==> config.mk <==
export PLATFORM = sky130hd
export DESIGN_NAME = trap_ctrl_flat
export DESIGN_NICKNAME = d
export VERILOG_FILES = /design/src/rtl/trap_pkg.sv /design/src/rtl/trap_ctrl_if.sv /design/src/rtl/trap_prio.sv /design/src/rtl/trap_ctrl.sv /design/src/flat_wrapper.sv
export SDC_FILE = /design/constraint.sdc
export NUM_CORES = 1
export LEC_CHECK = 0
export BUFFER_PORTS_ARGS = -buffer_cell sky130_fd_sc_hd__buf_2
export CAP_MARGIN = 10
export CORE_AREA = 2 2 178 180
export CTS_CLUSTER_DIAMETER = 30
export DETAILED_ROUTE_END_ITERATION = 6
export DIE_AREA = 0 0 180 182
export GPL_ROUTABILITY_DRIVEN = 1
export PLACE_DENSITY = 0.52
export REMOVE_ABC_BUFFERS = 1
export SLEW_MARGIN = 30
export SYNTH_ARGS = -nofsm -noshare
export SYNTH_HDL_FRONTEND = slang
export SYNTH_SLANG_ARGS = --single-unit
==> constraint.sdc <==
create_clock -name clk -period 2 [get_ports clk]
set_input_delay 0.3 -clock clk [delete_from_list [all_inputs] [get_ports clk]]
set_output_delay 0.3 -clock clk [all_outputs]
set_load 0.02 [all_outputs]
==> src/rtl/trap_pkg.sv <==
// trap_pkg: shared types and constants for the machine-mode trap controller.
//   state_e  : controller FSM states (IDLE, FLUSH, REDIRECT)
//   kind_e   : what the pending redirect is for (TRAP or RET)
//   EXC_*    : bit positions inside the 7-bit exception vector
//   CAUSE_*  : mcause exception codes (4 bits, zero-extended by the consumer)
package trap_pkg;

    typedef enum logic [1:0] {
        IDLE     = 2'd0,
        FLUSH    = 2'd1,
        REDIRECT = 2'd2
    } state_e;

    typedef enum logic {
        TRAP = 1'b0,
        RET  = 1'b1
    } kind_e;

    localparam int EXC_LD_MISALIGN   = 0;
    localparam int EXC_LD_ACCESS     = 1;
    localparam int EXC_ST_MISALIGN   = 2;
    localparam int EXC_ST_ACCESS     = 3;
    localparam int EXC_LD_PAGE_FAULT = 4;
    localparam int EXC_ST_PAGE_FAULT = 5;
    localparam int EXC_BREAKPOINT    = 6;

    localparam logic [3:0] CAUSE_BREAKPOINT      = 4'd3;
    localparam logic [3:0] CAUSE_LD_MISALIGN     = 4'd4;
    localparam logic [3:0] CAUSE_LD_ACCESS_FAULT = 4'd5;
    localparam logic [3:0] CAUSE_ST_MISALIGN     = 4'd6;
    localparam logic [3:0] CAUSE_ST_ACCESS_FAULT = 4'd7;
    localparam logic [3:0] CAUSE_LD_PAGE_FAULT   = 4'd13;
    localparam logic [3:0] CAUSE_ST_PAGE_FAULT   = 4'd15;

endpackage

==> src/rtl/trap_ctrl_if.sv <==
// trap_ctrl_if: PC redirect handshake from the trap controller to fetch.
//   redirect_valid : redirect request (master -> slave)
//   redirect_pc    : redirect target, stable while valid (master -> slave)
//   redirect_ready : fetch accepts the redirect (slave -> master)
interface trap_ctrl_if #(
    parameter int N = 64
);
    logic         redirect_valid;
    logic [N-1:0] redirect_pc;
    logic         redirect_ready;

    modport master (
        output redirect_valid,
        output redirect_pc,
        input  redirect_ready
    );

    modport slave (
        input  redirect_valid,
        input  redirect_pc,
        output redirect_ready
    );
endinterface

==> src/rtl/trap_prio.sv <==
// trap_prio: combinational priority encoder for the exception vector.
//   exc_i    : 7-bit exception vector (bit layout in trap_pkg EXC_*)
//   cause_o  : 4-bit cause code of the highest-priority set bit (0 if none)
//   is_bp_o  : winning cause is the breakpoint
// Priority high to low: breakpoint, store page fault, load page fault,
// store access fault, load access fault, store misaligned, load misaligned.
module trap_prio
    import trap_pkg::*;
(
    input  logic [6:0] exc_i,
    output logic [3:0] cause_o,
    output logic       is_bp_o
);

    always_comb begin
        cause_o = 4'd0;
        is_bp_o = 1'b0;
        if (exc_i[EXC_BREAKPOINT]) begin
            cause_o = CAUSE_BREAKPOINT;
            is_bp_o = 1'b1;
        end else if (exc_i[EXC_ST_PAGE_FAULT]) begin
            cause_o = CAUSE_ST_PAGE_FAULT;
        end else if (exc_i[EXC_LD_PAGE_FAULT]) begin
            cause_o = CAUSE_LD_PAGE_FAULT;
        end else if (exc_i[EXC_ST_ACCESS]) begin
            cause_o = CAUSE_ST_ACCESS_FAULT;
        end else if (exc_i[EXC_LD_ACCESS]) begin
            // load access fault outranks store misaligned (bit1 before bit2)
            cause_o = CAUSE_LD_ACCESS_FAULT;
        end else if (exc_i[EXC_ST_MISALIGN]) begin
            cause_o = CAUSE_ST_MISALIGN;
        end else if (exc_i[EXC_LD_MISALIGN]) begin
            cause_o = CAUSE_LD_MISALIGN;
        end
    end

endmodule

==> src/rtl/trap_ctrl.sv <==
// trap_ctrl: machine-mode trap controller.
// Samples the memory-stage exception vector in IDLE, latches mcause/mepc/mtval,
// holds flush for FLUSH_CYCLES cycles, then requests a PC redirect (trap vector
// or saved mepc for mret) over a valid/ready handshake.
// Ports:
//   clk, reset          : clock, synchronous active-high reset
//   exceptSignal        : 7-bit exception vector
//   except_pc/addr      : faulting PC / data address
//   mret                : mret retiring this cycle
//   mtvec               : trap vector base
//   flush               : pipeline flush
//   rdr (master)        : redirect handshake (valid/pc out, ready in)
//   mcause/mepc/mtval   : latched trap CSRs
//   trap_busy           : controller not idle
// Config macro: TRAP_MTVAL_EN - when defined mtval is captured, otherwise
// mtval reads as zero and no register is built for it.
module trap_ctrl
    import trap_pkg::*;
#(
    parameter int N            = 64,
    parameter int FLUSH_CYCLES = 3
) (
    input  logic             clk,
    input  logic             reset,
    input  logic [6:0]       exceptSignal,
    input  logic [N-1:0]     except_pc,
    input  logic [N-1:0]     except_addr,
    input  logic             mret,
    input  logic [N-1:0]     mtvec,
    output logic             flush,
    trap_ctrl_if.master      rdr,
    output logic [N-1:0]     mcause,
    output logic [N-1:0]     mepc,
    output logic [N-1:0]     mtval,
    output logic             trap_busy
);

    localparam logic [1:0] S_IDLE     = IDLE;
    localparam logic [1:0] S_FLUSH    = FLUSH;
    localparam logic [1:0] S_REDIRECT = REDIRECT;

    localparam int              CNT_W    = (FLUSH_CYCLES > 1) ? $clog2(FLUSH_CYCLES) : 1;
    localparam logic [CNT_W-1:0] CNT_INIT = CNT_W'(FLUSH_CYCLES - 1);

    logic [1:0]       state_q, state_d;
    logic [CNT_W-1:0] cnt_q, cnt_d;
    kind_e            kind_q, kind_d;
    logic [N-1:0]     mcause_q, mcause_d;
    logic [N-1:0]     mepc_q, mepc_d;
    logic [N-1:0]     rpc_q, rpc_d;

    logic [3:0]       cause;
    logic             is_bp;
    logic             take_exc;

    trap_prio u_prio (
        .exc_i   (exceptSignal),
        .cause_o (cause),
        .is_bp_o (is_bp)
    );

    // Only sampled in IDLE; anything arriving later is being flushed anyway.
    assign take_exc = (state_q == S_IDLE) && (exceptSignal != 7'd0);

    always_comb begin
        state_d  = state_q;
        cnt_d    = cnt_q;
        kind_d   = kind_q;
        mcause_d = mcause_q;
        mepc_d   = mepc_q;
        rpc_d    = rpc_q;
        case (state_q)
            S_IDLE: begin
                if (exceptSignal != 7'd0) begin
                    // exception wins over a simultaneous mret
                    mcause_d = N'(cause);
                    mepc_d   = except_pc;
                    kind_d   = TRAP;
                    cnt_d    = CNT_INIT;
                    state_d  = S_FLUSH;
                end else if (mret) begin
                    kind_d  = RET;
                    cnt_d   = CNT_INIT;
                    state_d = S_FLUSH;
                end
            end
            S_FLUSH: begin
                if (cnt_q == '0) begin
                    rpc_d   = (kind_q == TRAP) ? {mtvec[N-1:2], 2'b00} : mepc_q;
                    state_d = S_REDIRECT;
                end else begin
                    cnt_d = cnt_q - 1'b1;
                end
            end
            S_REDIRECT: begin
                if (rdr.redirect_ready) begin
                    state_d = S_IDLE;
                end
            end
            default: state_d = S_IDLE;
        endcase
    end

    always_ff @(posedge clk) begin
        if (reset) begin
            state_q  <= S_IDLE;
            cnt_q    <= '0;
            kind_q   <= TRAP;
            mcause_q <= '0;
            mepc_q   <= '0;
            rpc_q    <= '0;
        end else begin
            state_q  <= state_d;
            cnt_q    <= cnt_d;
            kind_q   <= kind_d;
            mcause_q <= mcause_d;
            mepc_q   <= mepc_d;
            rpc_q    <= rpc_d;
        end
    end

`ifdef TRAP_MTVAL_EN
    logic [N-1:0] mtval_q, mtval_d;

    // breakpoints report the instruction address, everything else the data address
    always_comb begin
        mtval_d = mtval_q;
        if (take_exc) begin
            mtval_d = is_bp ? except_pc : except_addr;
        end
    end

    always_ff @(posedge clk) begin
        if (reset) begin
            mtval_q <= '0;
        end else begin
            mtval_q <= mtval_d;
        end
    end

    assign mtval = mtval_q;
`else
    logic unused_mtval_inputs;
    assign unused_mtval_inputs = ^{except_addr, is_bp, take_exc};
    assign mtval = '0;
`endif

    // All outputs come straight from state registers.
    assign flush              = (state_q == S_FLUSH);
    assign trap_busy          = (state_q != S_IDLE);
    assign rdr.redirect_valid = (state_q == S_REDIRECT);
    assign rdr.redirect_pc    = rpc_q;
    assign mcause             = mcause_q;
    assign mepc               = mepc_q;

endmodule

==> src/flat_wrapper.sv <==
// flat-port wrapper written by rule: the top's interface ports become plain ports
module trap_ctrl_flat import trap_pkg::*;
#(
    parameter int N            = 64,
    parameter int FLUSH_CYCLES = 3
)
  (clk, reset, exceptSignal, except_pc, except_addr, mret, mtvec, flush, mcause, mepc, mtval, trap_busy, rdr_redirect_valid, rdr_redirect_pc, rdr_redirect_ready);
  trap_ctrl_if #(.N(N)) rdr_i ();
  input  logic clk;
  input  logic reset;
  input  logic [6:0] exceptSignal;
  input  logic [N-1:0] except_pc;
  input  logic [N-1:0] except_addr;
  input  logic mret;
  input  logic [N-1:0] mtvec;
  output logic flush;
  output logic [N-1:0] mcause;
  output logic [N-1:0] mepc;
  output logic [N-1:0] mtval;
  output logic trap_busy;
  output wire logic [$bits(rdr_i.redirect_valid)-1:0] rdr_redirect_valid;
  output wire logic [$bits(rdr_i.redirect_pc)-1:0] rdr_redirect_pc;
  input wire logic [$bits(rdr_i.redirect_ready)-1:0] rdr_redirect_ready;
  assign rdr_redirect_valid = rdr_i.redirect_valid;
  assign rdr_redirect_pc = rdr_i.redirect_pc;
  assign rdr_i.redirect_ready = rdr_redirect_ready;
  trap_ctrl #(.N(N), .FLUSH_CYCLES(FLUSH_CYCLES)) u_core (.clk(clk), .reset(reset), .exceptSignal(exceptSignal), .except_pc(except_pc), .except_addr(except_addr), .mret(mret), .mtvec(mtvec), .flush(flush), .rdr(rdr_i), .mcause(mcause), .mepc(mepc), .mtval(mtval), .trap_busy(trap_busy));
endmodule
==> results_dict.tcl, run 1 <==
set metrics [dict create \
    layout_commonest_cell "buf_2" \
    critical_path.max_stage_delay_ns 0.36 \
    synth_mux_area_frac 0.1928 \
    place_ws_ns 0.1904 \
    ir_worst_vdd_mv 0.5679 \
    ys_warn_count 0 \
    synth_top_family_by_area "multiplexers" \
    drive_above_1_share 0.3170 \
    die_x_um 180 \
    synth_xor_area_frac 0 \
    area_delta_synth_final_pct 30.28 \
    crit_path_top_delay_cell "dfxtp_1" \
    grt_use_met2 0.1787 \
    finClkSkew_ns 0.009650 \
    num_rows 65 \
    cts-hold-fix-buffers 0 \
    synth_area_per_cell_um2 9.003 \
    start_util 0.2144 \
    post-cts-setup-buffers 0 \
    outcome "complete, no violations" \
    hpwl_um 13110 \
    criticalPathCategory "reg2out" \
    critPathLaunchType "flip-flop" \
    grt-busiest-layer "met2" \
    finalCoreUtilization 0.2793 \
    rsz0062_at_grt "no" \
    cts_buffers 17 \
    finalSetupTns_ns 0 \
    crit_fanout 7 \
    clock_latency_ns 0.42 \
    die_area_mm2 0.03276 \
    min_period_ns 1.752 \
    post_drt_wl_per_cell_um 12.80 \
    yosysSeqAreaShare 0.4128 \
    final_cell_area_mm2 0.008656 \
    diodes 0 \
    dr_total_vias 5434 \
    layout.cells.non_filler 1402 \
    post-route-period-util 0.8758 \
    drv_cap 0 \
    drc_errors 0 \
    syn_area_mm2 0.006644 \
    max_freq_mhz 570.9 \
    grt_util_met1 0.1235 \
    crit_arrival_ns 1.45 \
    place_inst 1370 \
    grt_usage 0.1071 \
    fin_ws_ns 0.2485 \
    hold_path_class "in2reg" \
    grt_pass1_vias 4947 \
    placedInstanceArea_mm2 0.007999 \
    core_area_mm2 0.03099 \
    whs_ns 0.1194 \
    htreeDepth 4 \
    firstDrtPassIters 4 \
    grt_max_degree 69 \
    top_level_ports 462 \
    synth-compound-area-share 0.08738 \
    yosys.area_share.simple 0.1264 \
    cts.sinks 137 \
    antenna_found_initial 1 \
    drv_slew 0 \
    dr.first_iter.drc_count 89 \
    syn_inst 738 \
    wl_um 17940 \
    clockBufferDepth 2 \
    yosys.area.top_type "dfxtp_1" \
    worstPathRequired_ns 1.70 \
    power.density_mw_per_mm2 1123 \
    setup_violations 0 \
    power_mw 9.717 \
    hold_viol 0 \
    synth.distinct_cells 30 \
    yosysTopAreaCellShare 0.4128 \
    cts-root-buf "clkbuf_16" \
    grt_pass1_wl_um 27340 \
    endpoint_kind "output port" \
    via_per_inst 3.876 \
    ant_nets 0 \
    leakagePower_nw 4.154 \
    routabilityCongestion 0.7227 \
    synth_area_leaders "dfxtp_1 (41%), mux2i_1 (19%), buf_4 (14%)" \
    worstPathCellList "nor2_1 > inv_1 > buf_2" \
    synth_seq_cells 137 \
    die_y_um 182 \
    overflow 0 \
    fillers 3386 \
    cts_resized 0 \
    synthAdderAreaFrac 0.001883 \
    tritoncts "done" \
    io_buffer_count 271 \
    final_cell_mix "buf_2 (270), dfxtp_1 (136), nand2_1 (132)" \
    nNetsFinal 1191 \
    clkTransAtPathRegs_ns 0.06 \
    use_met3 0.04633 \
]
==> synthesized netlist by cell type <==
master,n
buf_1,3
nand3_1,2
dfxtp_1,137
ha_1,1
o21a_1,3
nor3b_1,2
inv_1,3
a21oi_1,9
a211oi_1,62
conb_1,1
nor3_2,1
or3_1,1
clkbuf_1,36
o31ai_1,1
buf_4,124
buf_6,5
buf_2,7
and3b_1,1
nand2b_1,1
mux2i_1,128
o21ai_0,4
nand3b_1,1
inv_2,1
nor2_1,65
nor2b_1,3
and2_1,1
o41ai_1,1
or4_4,1
o41a_1,1
nand2_1,132
==> path summary, 6_finish.rpt <==
check             cells past startpoint                                endpoint                              startpoint  slack (ns)
hold / removal                        3            u_core.mepc[61]$_SDFFE_PP0P_                           except_pc[61]        0.12
setup reg to reg                      4            u_core.mepc[33]$_SDFFE_PP0P_          u_core.state_q[1]$_SDFFE_PP0P_        0.38
setup / recovery                      3                               trap_busy          u_core.state_q[1]$_SDFFE_PP0P_        0.25
hold reg to reg                       2  u_core.rdr.redirect_pc[0]$_SDFFE_PP0P_  u_core.rdr.redirect_pc[0]$_SDFFE_PP0P_        0.45
==> cell families after synthesis <==
kind of cell    Yosys count
simple gates            211
buf+inv                 179
flops                   137
mux                     128
compound gates           81
fa+ha+maj                 1
other cells               1
==> per-layer routing <==
metal,wire [um],up-vias,part of all wire
li1,-,2752,-
met1,7448,2450,0.42
met2,8720,213,0.49
met3,1507,17,0.084
met4,252,2,0.014
met5,13,-,0.00072
==> state kept, by name, summed over array words and instances (netlist names) <==
register and flops:
u_core.rdr.redirect_pc 64, u_core.cnt_q 2, u_core.mcause 4, u_core.mepc 64, u_core.state_q 2, u_core.kind_q 1
==> power breakdown <==
part	switching (mW)	internal, mW	leakage, nW
Combinational	1.74	0.986	2.70
Sequential	0.266	3.17	1.13
Clock	1.21	2.34	0.324
Total	3.22	6.50	4.15
==> worst max-delay path, delay by kind of cell (launching register included) <==
| family | cells | cell delay (ns) |
|---|---|---|
| DFF | 1 | 0.36 |
| buffers and inverters | 2 | 0.34 |
| and+or+nand+nor | 1 | 0.34 |
==> layout make-up <==
class | instances | area, um2 | share of cell area
flip-flops and latches | 137 | 2746 | 0.3173
well taps | 402 | 503.0 | 0.05811
clock buffers | 24 | 491.7 | 0.05681
inverters | 4 | 17.52 | 0.002024
repair buffers | 282 | 1541 | 0.1781
multi-input cells | 545 | 3191 | 0.3686
clock inverters | 8 | 165.2 | 0.01908
(Power assumes the default switching activity.)
==> inputs of run 2 (changes only) <==
Settings changed: PLACE_DENSITY 0.52 to 0.57.
==> run 2 against run 1 <==
  * Clock skew rose by 0.0018 ns
  * Count of clock-buffer cells in the layout did not move
  * Sequential power barely moved
  * Combinational power barely moved
  * Non-clock buffer count fell by 2
  * Highest routed layer is now met4
  * Total power fell by 4.0%
  * Global-route usage rose by 0.087 points
  * Sequential share of layout area rose by 0.37 points
==> results_dict.tcl, run 2 (same netlist as run 1, synthesis figures left out) <==
set metrics [dict create \
    outcome "complete, no violations" \
    hold_path_class "in2reg" \
    max_freq_mhz 573.9 \
    post-route-period-util 0.8712 \
    num_rows 65 \
    r2r_cells 4 \
    cts-root-buf "clkbuf_16" \
    power.density_mw_per_mm2 1091 \
    top_layer "met4" \
    fillers 3379 \
    wl_um 18160 \
    start_util 0.2144 \
    layout.cells.non_filler 1400 \
    top_level_ports 462 \
    power_mw 9.333 \
    final_cell_area_mm2 0.008556 \
    tritoncts "done" \
    final_cell_mix "buf_2 (270), dfxtp_1 (136), nand2_1 (132)" \
    met2_length_um 9031 \
    dr_wl_met3_um 1336 \
    setup_violations 0 \
    min_period_ns 1.742 \
    cts-hold-fix-buffers 0 \
    critPathLaunchType "flip-flop" \
    endpoint_kind "output port" \
    firstDrtPassIters 4 \
    crit_fanout 7 \
    place_ws_ns 0.1852 \
    post_drt_wl_per_cell_um 12.97 \
    drc_errors 0 \
    ir_worst_vdd_mv 0.4755 \
    drv_slew 0 \
    worst_pin_slew_ns 0.6050 \
    ant_nets 0 \
    met1Wirelength_um 7612 \
    cts_buffers 17 \
    core_area_mm2 0.03099 \
    worstPathRequired_ns 1.70 \
    via_per_inst 3.840 \
    leakagePower_nw 4.107 \
    io_buffer_count 271 \
    rsz0062_at_grt "no" \
    criticalPathCategory "reg2out" \
    layout_commonest_cell "buf_2" \
    drive_above_1_share 0.3156 \
    crit_arrival_ns 1.44 \
    cts_resized 0 \
    finalSetupTns_ns 0 \
    grt_pass1_wl_um 27540 \
    antenna_found_initial 0 \
    overflow 0 \
    die_x_um 180 \
    dr_total_vias 5376 \
    cts.sinks 137 \
    fin_ws_ns 0.2575 \
    finClkSkew_ns 0.01141 \
    clock_latency_ns 0.42 \
    diodes 0 \
    area_delta_synth_final_pct 28.78 \
    routabilityCongestion 0.7257 \
    clockBufferDepth 2 \
    grt_usage 0.1080 \
    relSlewSlack 0.5967 \
    htreeDepth 4 \
    clkTransAtPathRegs_ns 0.07 \
    placedInstanceArea_mm2 0.007971 \
    die_y_um 182 \
    die_area_mm2 0.03276 \
    grt_max_degree 77 \
    drv_cap 0 \
    post-cts-setup-buffers 0 \
    dr.first_iter.drc_count 139 \
    hold_viol 0 \
    hpwl_um 12610 \
    grt_pass1_vias 5118 \
    r2r_setup_slack_ns 0.34 \
    min_path_cells 3 \
    nNetsFinal 1189 \
    place_inst 1368 \
]
==> run 2: cell types whose count changed in the layout (fill, tap and decap cells not counted), sizes merged <==
cell	previous run	this run
clkinvlp	0	1
bufinv	5	2
clkinv	3	5
buf	282	280
==> run 2: path summary, 6_finish.rpt <==
path,from,end
max,u_core.state_q[0]$_SDFFE_PP0P_,trap_busy
min,except_pc[18],u_core.mepc[18]$_SDFFE_PP0P_
max reg2reg,u_core.state_q[0]$_SDFFE_PP0P_,u_core.mepc[11]$_SDFFE_PP0P_
min reg2reg,u_core.rdr.redirect_pc[0]$_SDFFE_PP0P_,u_core.rdr.redirect_pc[0]$_SDFFE_PP0P_
==> run 2: layout make-up <==
class | instances | area [um2] | area share
multi-input combinational | 545 | 3191 | 0.3729
sequential | 137 | 2746 | 0.3210
timing repair buffer | 280 | 1514 | 0.1770
tap | 402 | 503.0 | 0.05879
clock buffer | 24 | 491.7 | 0.05747
clock inverter | 8 | 92.59 | 0.01082
inverter | 4 | 17.52 | 0.002047
==> run 2: critical path, cell delays in order, from the launching register on <==
cell	delay, ns
dfxtp_1	0.36
nor2_1	0.34
inv_1	0.14
buf_2	0.19
==> run 2: per-stage QoR <==
stage	hold slack (ns)	util
detailed placement	0.4532	0.2573
finish	0.1232	0.2761
global route	0.1055	0.2761
floorplan	0.3691	-
CTS	0.08791	0.2761
global placement	0.4360	0.2573
==> run 2: power by group <==
| part | total (mW) | internal [mW] | switching, mW |
|---|---|---|---|
| combinational | 2.73 | 0.979 | 1.75 |
| clock | 3.18 | 1.96 | 1.22 |
| sequential | 3.43 | 3.17 | 0.257 |
| total | 9.33 | 6.11 | 3.22 |
==> run 2: layer usage <==
metal / up-vias / track usage
li1: 2731 / -
met1: 2442 / 0.1237
met2: 193 / 0.1894
met3: 10 / 0.03730
met4: 0 / 0.03220
met5: - / 0
